## config.mk

```make
export PLATFORM = sky130hd
export DESIGN_NAME = traffic_light_param
export DESIGN_NICKNAME = d
export VERILOG_FILES = /design/src/rtl/traffic_light_param.sv
export SDC_FILE = /design/constraint.sdc
export NUM_CORES = 1
export LEC_CHECK = 0
export BUFFER_PORTS_ARGS = -buffer_cell sky130_fd_sc_hd__buf_2
export CAP_MARGIN = 0
export CORE_MARGIN = 2
export CORE_UTILIZATION = 59
export CTS_BUF_LIST = sky130_fd_sc_hd__clkbuf_8
export DETAILED_ROUTE_END_ITERATION = 12
export PLACE_DENSITY = 0.81
export SLEW_MARGIN = 20
export SYNTH_ARGS = -nofsm -noshare
export SYNTH_HDL_FRONTEND = slang
export SYNTH_SLANG_ARGS = --single-unit
```

## constraint.sdc

```tcl
create_clock -name clk -period 3.2 [get_ports clk]
set_input_delay 0.32 -clock clk [delete_from_list [all_inputs] [get_ports clk]]
set_output_delay 0.32 -clock clk [all_outputs]
set_load 0.1 [all_outputs]
```

## src/rtl/traffic_light_param.sv

```systemverilog
// Highway/farm-road traffic light controller with internal phase timing,
// farm-green cap, all-red clearance and a night flashing mode.

module traffic_light_param_chk (
   input logic       clk,
   input logic       rst,
   input logic       hg,
   input logic       hy,
   input logic       hr,
   input logic       fg,
   input logic       fy,
   input logic       fr,
   input logic [2:0] state
);

   a_no_conflict: assert property (@(posedge clk) disable iff (!rst)
      !((hg | hy) && (fg | fy)));

   a_onehot_lamps: assert property (@(posedge clk) disable iff (!rst)
      (state != 3'd6) |-> ($onehot({hg, hy, hr}) && $onehot({fg, fy, fr})));

endmodule

module traffic_light_param #(
   parameter int HG_MIN     = 8,
   parameter int FG_MAX     = 6,
   parameter int Y_TIME     = 3,
   parameter int ALL_RED    = 1,
   parameter int FLASH_HALF = 2,
   parameter int CNT_W      = 8
) (
   input  logic       clk,
   input  logic       rst,
   input  logic       c,
   input  logic       flash,
   output logic       hg,
   output logic       hy,
   output logic       hr,
   output logic       fg,
   output logic       fy,
   output logic       fr,
   output logic       st,
   output logic [2:0] state
);

   typedef enum logic [2:0] {
      S_HG    = 3'd0,
      S_HY    = 3'd1,
      S_AR1   = 3'd2,
      S_FG    = 3'd3,
      S_FY    = 3'd4,
      S_AR2   = 3'd5,
      S_FLASH = 3'd6
   } state_t;

   localparam logic [CNT_W-1:0] HG_LAST = CNT_W'(HG_MIN - 1);
   localparam logic [CNT_W-1:0] FG_LAST = CNT_W'(FG_MAX - 1);
   localparam logic [CNT_W-1:0] Y_LAST  = CNT_W'(Y_TIME - 1);
   localparam logic [CNT_W-1:0] AR_LAST = CNT_W'(ALL_RED - 1);
   localparam logic [CNT_W-1:0] FL_LAST = CNT_W'(FLASH_HALF - 1);
   localparam logic [CNT_W-1:0] CNT_MAX = {CNT_W{1'b1}};

   // Lamp vector order is {hg, hy, hr, fg, fy, fr}; illegal states show all red.
   function automatic logic [5:0] lamp_decode(input state_t s, input logic b);
      logic [5:0] l;
      l = 6'b001001;
      case (s)
         S_HG:    l = 6'b100001;
         S_HY:    l = 6'b010001;
         S_AR1:   l = 6'b001001;
         S_FG:    l = 6'b001100;
         S_FY:    l = 6'b001010;
         S_AR2:   l = 6'b001001;
         S_FLASH: l = {1'b0, b, 1'b0, 1'b0, 1'b0, b};
         default: l = 6'b001001;
      endcase
      return l;
   endfunction

   state_t           state_q, state_d;
   logic [CNT_W-1:0] cnt_q, cnt_d;
   logic             blink_q, blink_d;
   logic             st_q, st_d;
   logic [5:0]       lamps_q, lamps_d;
   logic             enter_s;
   logic             half_s;

   // Phase sequencing; in HG flash wins over the minimum-green check.
   always_comb begin
      state_d = state_q;
      case (state_q)
         S_HG: begin
            if (flash || (c && (cnt_q >= HG_LAST))) state_d = S_HY;
            else                                      state_d = S_HG;
         end
         S_HY: begin
            if (cnt_q == Y_LAST) state_d = S_AR1;
            else                 state_d = S_HY;
         end
         S_AR1: begin
            if (cnt_q == AR_LAST) state_d = flash ? S_FLASH : S_FG;
            else                  state_d = S_AR1;
         end
         S_FG: begin
            if (!c || flash || (cnt_q == FG_LAST)) state_d = S_FY;
            else                                   state_d = S_FG;
         end
         S_FY: begin
            if (cnt_q == Y_LAST) state_d = S_AR2;
            else                 state_d = S_FY;
         end
         S_AR2: begin
            if (cnt_q == AR_LAST) state_d = flash ? S_FLASH : S_HG;
            else                  state_d = S_AR2;
         end
         S_FLASH: begin
            if (!flash) state_d = S_AR2;
            else        state_d = S_FLASH;
         end
         default: state_d = S_AR2;
      endcase
   end

   // Phase counter, blink phase, entry pulse and next lamp pattern.
   always_comb begin
      enter_s = (state_d != state_q);
      half_s  = (state_q == S_FLASH) && (cnt_q == FL_LAST);
      cnt_d   = cnt_q;
      blink_d = blink_q;
      if (enter_s) begin
         cnt_d   = {CNT_W{1'b0}};
         blink_d = 1'b1;
      end else if (half_s) begin
         cnt_d   = {CNT_W{1'b0}};
         blink_d = ~blink_q;
      end else if (cnt_q != CNT_MAX) begin
         cnt_d   = cnt_q + {{(CNT_W-1){1'b0}}, 1'b1};
         blink_d = blink_q;
      end else begin
         cnt_d   = cnt_q;
         blink_d = blink_q;
      end
      st_d    = enter_s;
      lamps_d = lamp_decode(state_d, blink_d);
   end

   // State and output registers with synchronous active-low reset.
   always_ff @(posedge clk) begin
      if (!rst) begin
         state_q <= S_HG;
         cnt_q   <= {CNT_W{1'b0}};
         blink_q <= 1'b1;
         st_q    <= 1'b0;
         lamps_q <= 6'b100001;
      end else begin
         state_q <= state_d;
         cnt_q   <= cnt_d;
         blink_q <= blink_d;
         st_q    <= st_d;
         lamps_q <= lamps_d;
      end
   end

   assign {hg, hy, hr, fg, fy, fr} = lamps_q;
   assign st    = st_q;
   assign state = state_q;

   traffic_light_param_chk u_chk (
      .clk   (clk),
      .rst   (rst),
      .hg    (hg),
      .hy    (hy),
      .hr    (hr),
      .fg    (fg),
      .fy    (fy),
      .fr    (fr),
      .state (state)
   );

endmodule

```

==> run_results.csv <==
group,metric,value,unit
outcome,status,"finished clean",
yosys,synth_xor_xnor_area_share,4.53,%
routing,wl_per_cell,14.3,um
timing,setup_tns,0,ps
clock_network,cts_tree,"done",
yosys,syn-num-nets,139,
final_layout,nNetsFinal,151,
worst_setup_path,worstSetupStartpointType,"flop",
clock_network,clk_pin_slew,70,ps
placement,place_inst,163,
grt,grt_pass1_vias,834,
worst_setup_path,crit_type,"reg2reg",
flow_run,drv_cap,0,
yosys,synth_area,1130,um2
clock_network,clockBufferDepth,2,
grt,grt_first_pass_wirelength,3810,um
routing,via_per_inst,6.03,
yosys,avgSynthCellArea,8.65,um2
yosys,synthMuxAreaShare,2.65,%
die,num_rows,15,
yosys,synth_top_family_by_area,"simple AND/OR/NAND/NOR gates",
die,fp.coreArea,1760,um2
yosys,synth_top_cell_by_area,"dfxtp_1",
yosys,synth_edf_count,0,
routing,drc,0,
worst_setup_path,endpoint_kind,"flop",
placement,routabilityCongestion,0.848,
timing,setup_ws,609,ps
placement,hpwlAfterDp,1720,um
power,leakagePower,0.492,nW
power,vdd_drop_max,0.306,mV
clock_network,postCtsResizedCells,0,
die,dieHeight,47.8,um
grt,grt_max_degree,13,
yosys,ys_top_cells_by_count,"19 x dfxtp_1, 13 x nand2_1, 8 x nor2_1",
timing,fin_skew,3.83,ps
timing,fin_crit_sh,81.0,%
yosys,yosysWarnings,0,
placement,place_ws,611,ps
yosys,syn_inst,131,
timing,setup_violations,0,
yosys,synth_top_area_share,33.6,%
timing,drv_slew,0,
timing,max_freq,0.386,GHz
yosys,ys_types,51,
yosys,synth.most_common_cell,"dfxtp_1",
routing,wl,2390,um
yosys,synthAdderAreaFrac,4.42,%
yosys,synth-seq-area-share,33.6,%
clock_network,cts_hold_buf,0,
timing,rsz0062_at_grt,"false",
grt,grt-ovfl-total,0,
routing,vias,1007,
placement,portBuffers,13,
timing,finalHoldViolCount,0,
final_layout,area_growth,9.16,%
yosys,synth-seq-cells,19,
die,pin_count,14,
final_layout,final_layout_size_suffix_gt1_share,16.9,%
min_path,min_path_type,"in2reg",
worst_setup_path,crit_fanout,10,
yosys,synth_compound_area_share,18.0,%
yosys,postSynth.asyncResetShare,0,%
clock_network,cts_buffers,3,
routing,antenna_left,0,
die,initial_core_util,64.3,%
placement,placedInstanceArea,1190,um2
yosys,synth-simple-area-share,31.2,%
grt,grtUsageTotal,24.7,%
die,die_area,2290,um2
clock_network,clock-sinks,19,
worst_setup_path,worst_ep_arrival_time,2730,ps
timing,worst_pin_slew,679,ps
clock_network,h-tree-depth,1,
final_layout,diodes,0,
worst_setup_path,cp.required,3340,ps
clock_network,cts.root.buffer_cell,"clkbuf_8",
routing,firstDrtPassIters,4,
yosys,synthTopCellsByArea,"dfxtp_1 34%, ha_1 4.4%, nand2_1 4.3%",
grt,grt_antenna_before_repair,0,
die,die_x,47.8,um
clock_network,clk_latency,260,ps
yosys,synth_ff_type,"dfxtp_1",
power,p_per_area,501,nW/um2
routing,drtIter0Drc,38,
clock_network,cts_setup_buffers,0,
timing,relSlewSlack,54.6,%
timing,min_period,2590,ps
final_layout,final_cell_count_no_fill,167,
final_layout,design_area,1240,um2
[worst paths after layout]
check                        startpoint                    end  slack, ps  cells after the start
setup / recovery  cnt_q[3]$_SDFFE_PP0P_     blink_q$_SDFF_PN1_        610                      6
hold / removal                      rst  lamps_q[5]$_SDFF_PN1_        310                      2
setup reg to reg  cnt_q[3]$_SDFFE_PP0P_     blink_q$_SDFF_PN1_        610                      6
hold reg to reg      blink_q$_SDFF_PN1_     blink_q$_SDFF_PN1_        600                      2
[critical path, cell delays in order (launching register included)]
cell and delay (ps):
dfxtp_1 360, or4_4 570, nor4b_2 290, o31ai_2 120, a211oi_4 370, xnor2_2 210, or4b_1 540
[stage by stage]
| stage | hold WS [ps] | power [mW] | util, % |
|---|---|---|---|
| after floorplan | 536 | 0.425 | - |
| after global placement | 573 | 0.454 | 67.6 |
| after detailed placement | 578 | 0.456 | 67.6 |
| after CTS | 304 | 0.624 | 70.1 |
| after global routing | 323 | 0.649 | 70.1 |
| final | 308 | 0.620 | 70.1 |
[cells in the final DEF (no fill, tap or decap), types with 2 or more instances in the layout]
| master | synthesis | routed |
|---|---|---|
| nor4b_1 | 2 | 2 |
| nor3_1 | 6 | 6 |
| o21a_1 | 2 | 2 |
| ha_1 | 4 | 4 |
| dfxtp_1 | 19 | 19 |
| nor4_1 | 2 | 2 |
| nand3_1 | 3 | 3 |
| nor3b_1 | 2 | 2 |
| nor2_1 | 8 | 8 |
| clkbuf_8 | 0 | 3 |
| buf_2 | 3 | 13 |
| a21oi_1 | 4 | 4 |
| inv_1 | 5 | 6 |
| mux2i_1 | 3 | 3 |
| nand4_1 | 3 | 3 |
| a2bb2oi_1 | 2 | 2 |
| and3_1 | 2 | 2 |
| nor2b_1 | 5 | 5 |
| o21ai_0 | 4 | 4 |
| or3_1 | 2 | 2 |
| nand2b_1 | 3 | 3 |
| xnor2_1 | 3 | 3 |
| and2_1 | 3 | 3 |
| nand2_1 | 13 | 13 |
[routing by layer]
metal	part of all wire, %	wire [um]	vias to the layer above	track usage, %
li1	-	-	496	-
met1	47	1120	465	34.5
met2	45	1070	41	37.1
met3	6.3	151	5	4.53
met4	2.0	47	0	11.4
met5	0	0	-	0
[cell families after synthesis]
kind of cell | Yosys count
compound gates | 26
xor+xnor | 5
fa+ha+maj | 4
buf+inv | 12
flops | 19
mux | 3
simple gates | 62
[state kept, by name, indices dropped and copies added, names as in the netlist]
name,count
st,1
state,3
blink_q,1
lamps_q,6
cnt_q,8
[power breakdown]
part           switching, mW  internal, mW  total (mW)  leakage, nW
Combinational          0.133        0.0539       0.187        0.310
Clock                 0.0812        0.0855       0.167       0.0269
Sequential            0.0153         0.251       0.266        0.155
Total                  0.230         0.390       0.620        0.492
[area by class of cell]
type / count / area [um2]
multi-input combinational: 100 / 689
fill: 156 / 527
sequential: 19 / 380
timing repair buffer: 14 / 72.6
clock buffer: 3 / 41.3
tap: 25 / 31.3
inverter: 5 / 18.8
clock inverter: 1 / 3.75
(Power assumes the default switching activity.)
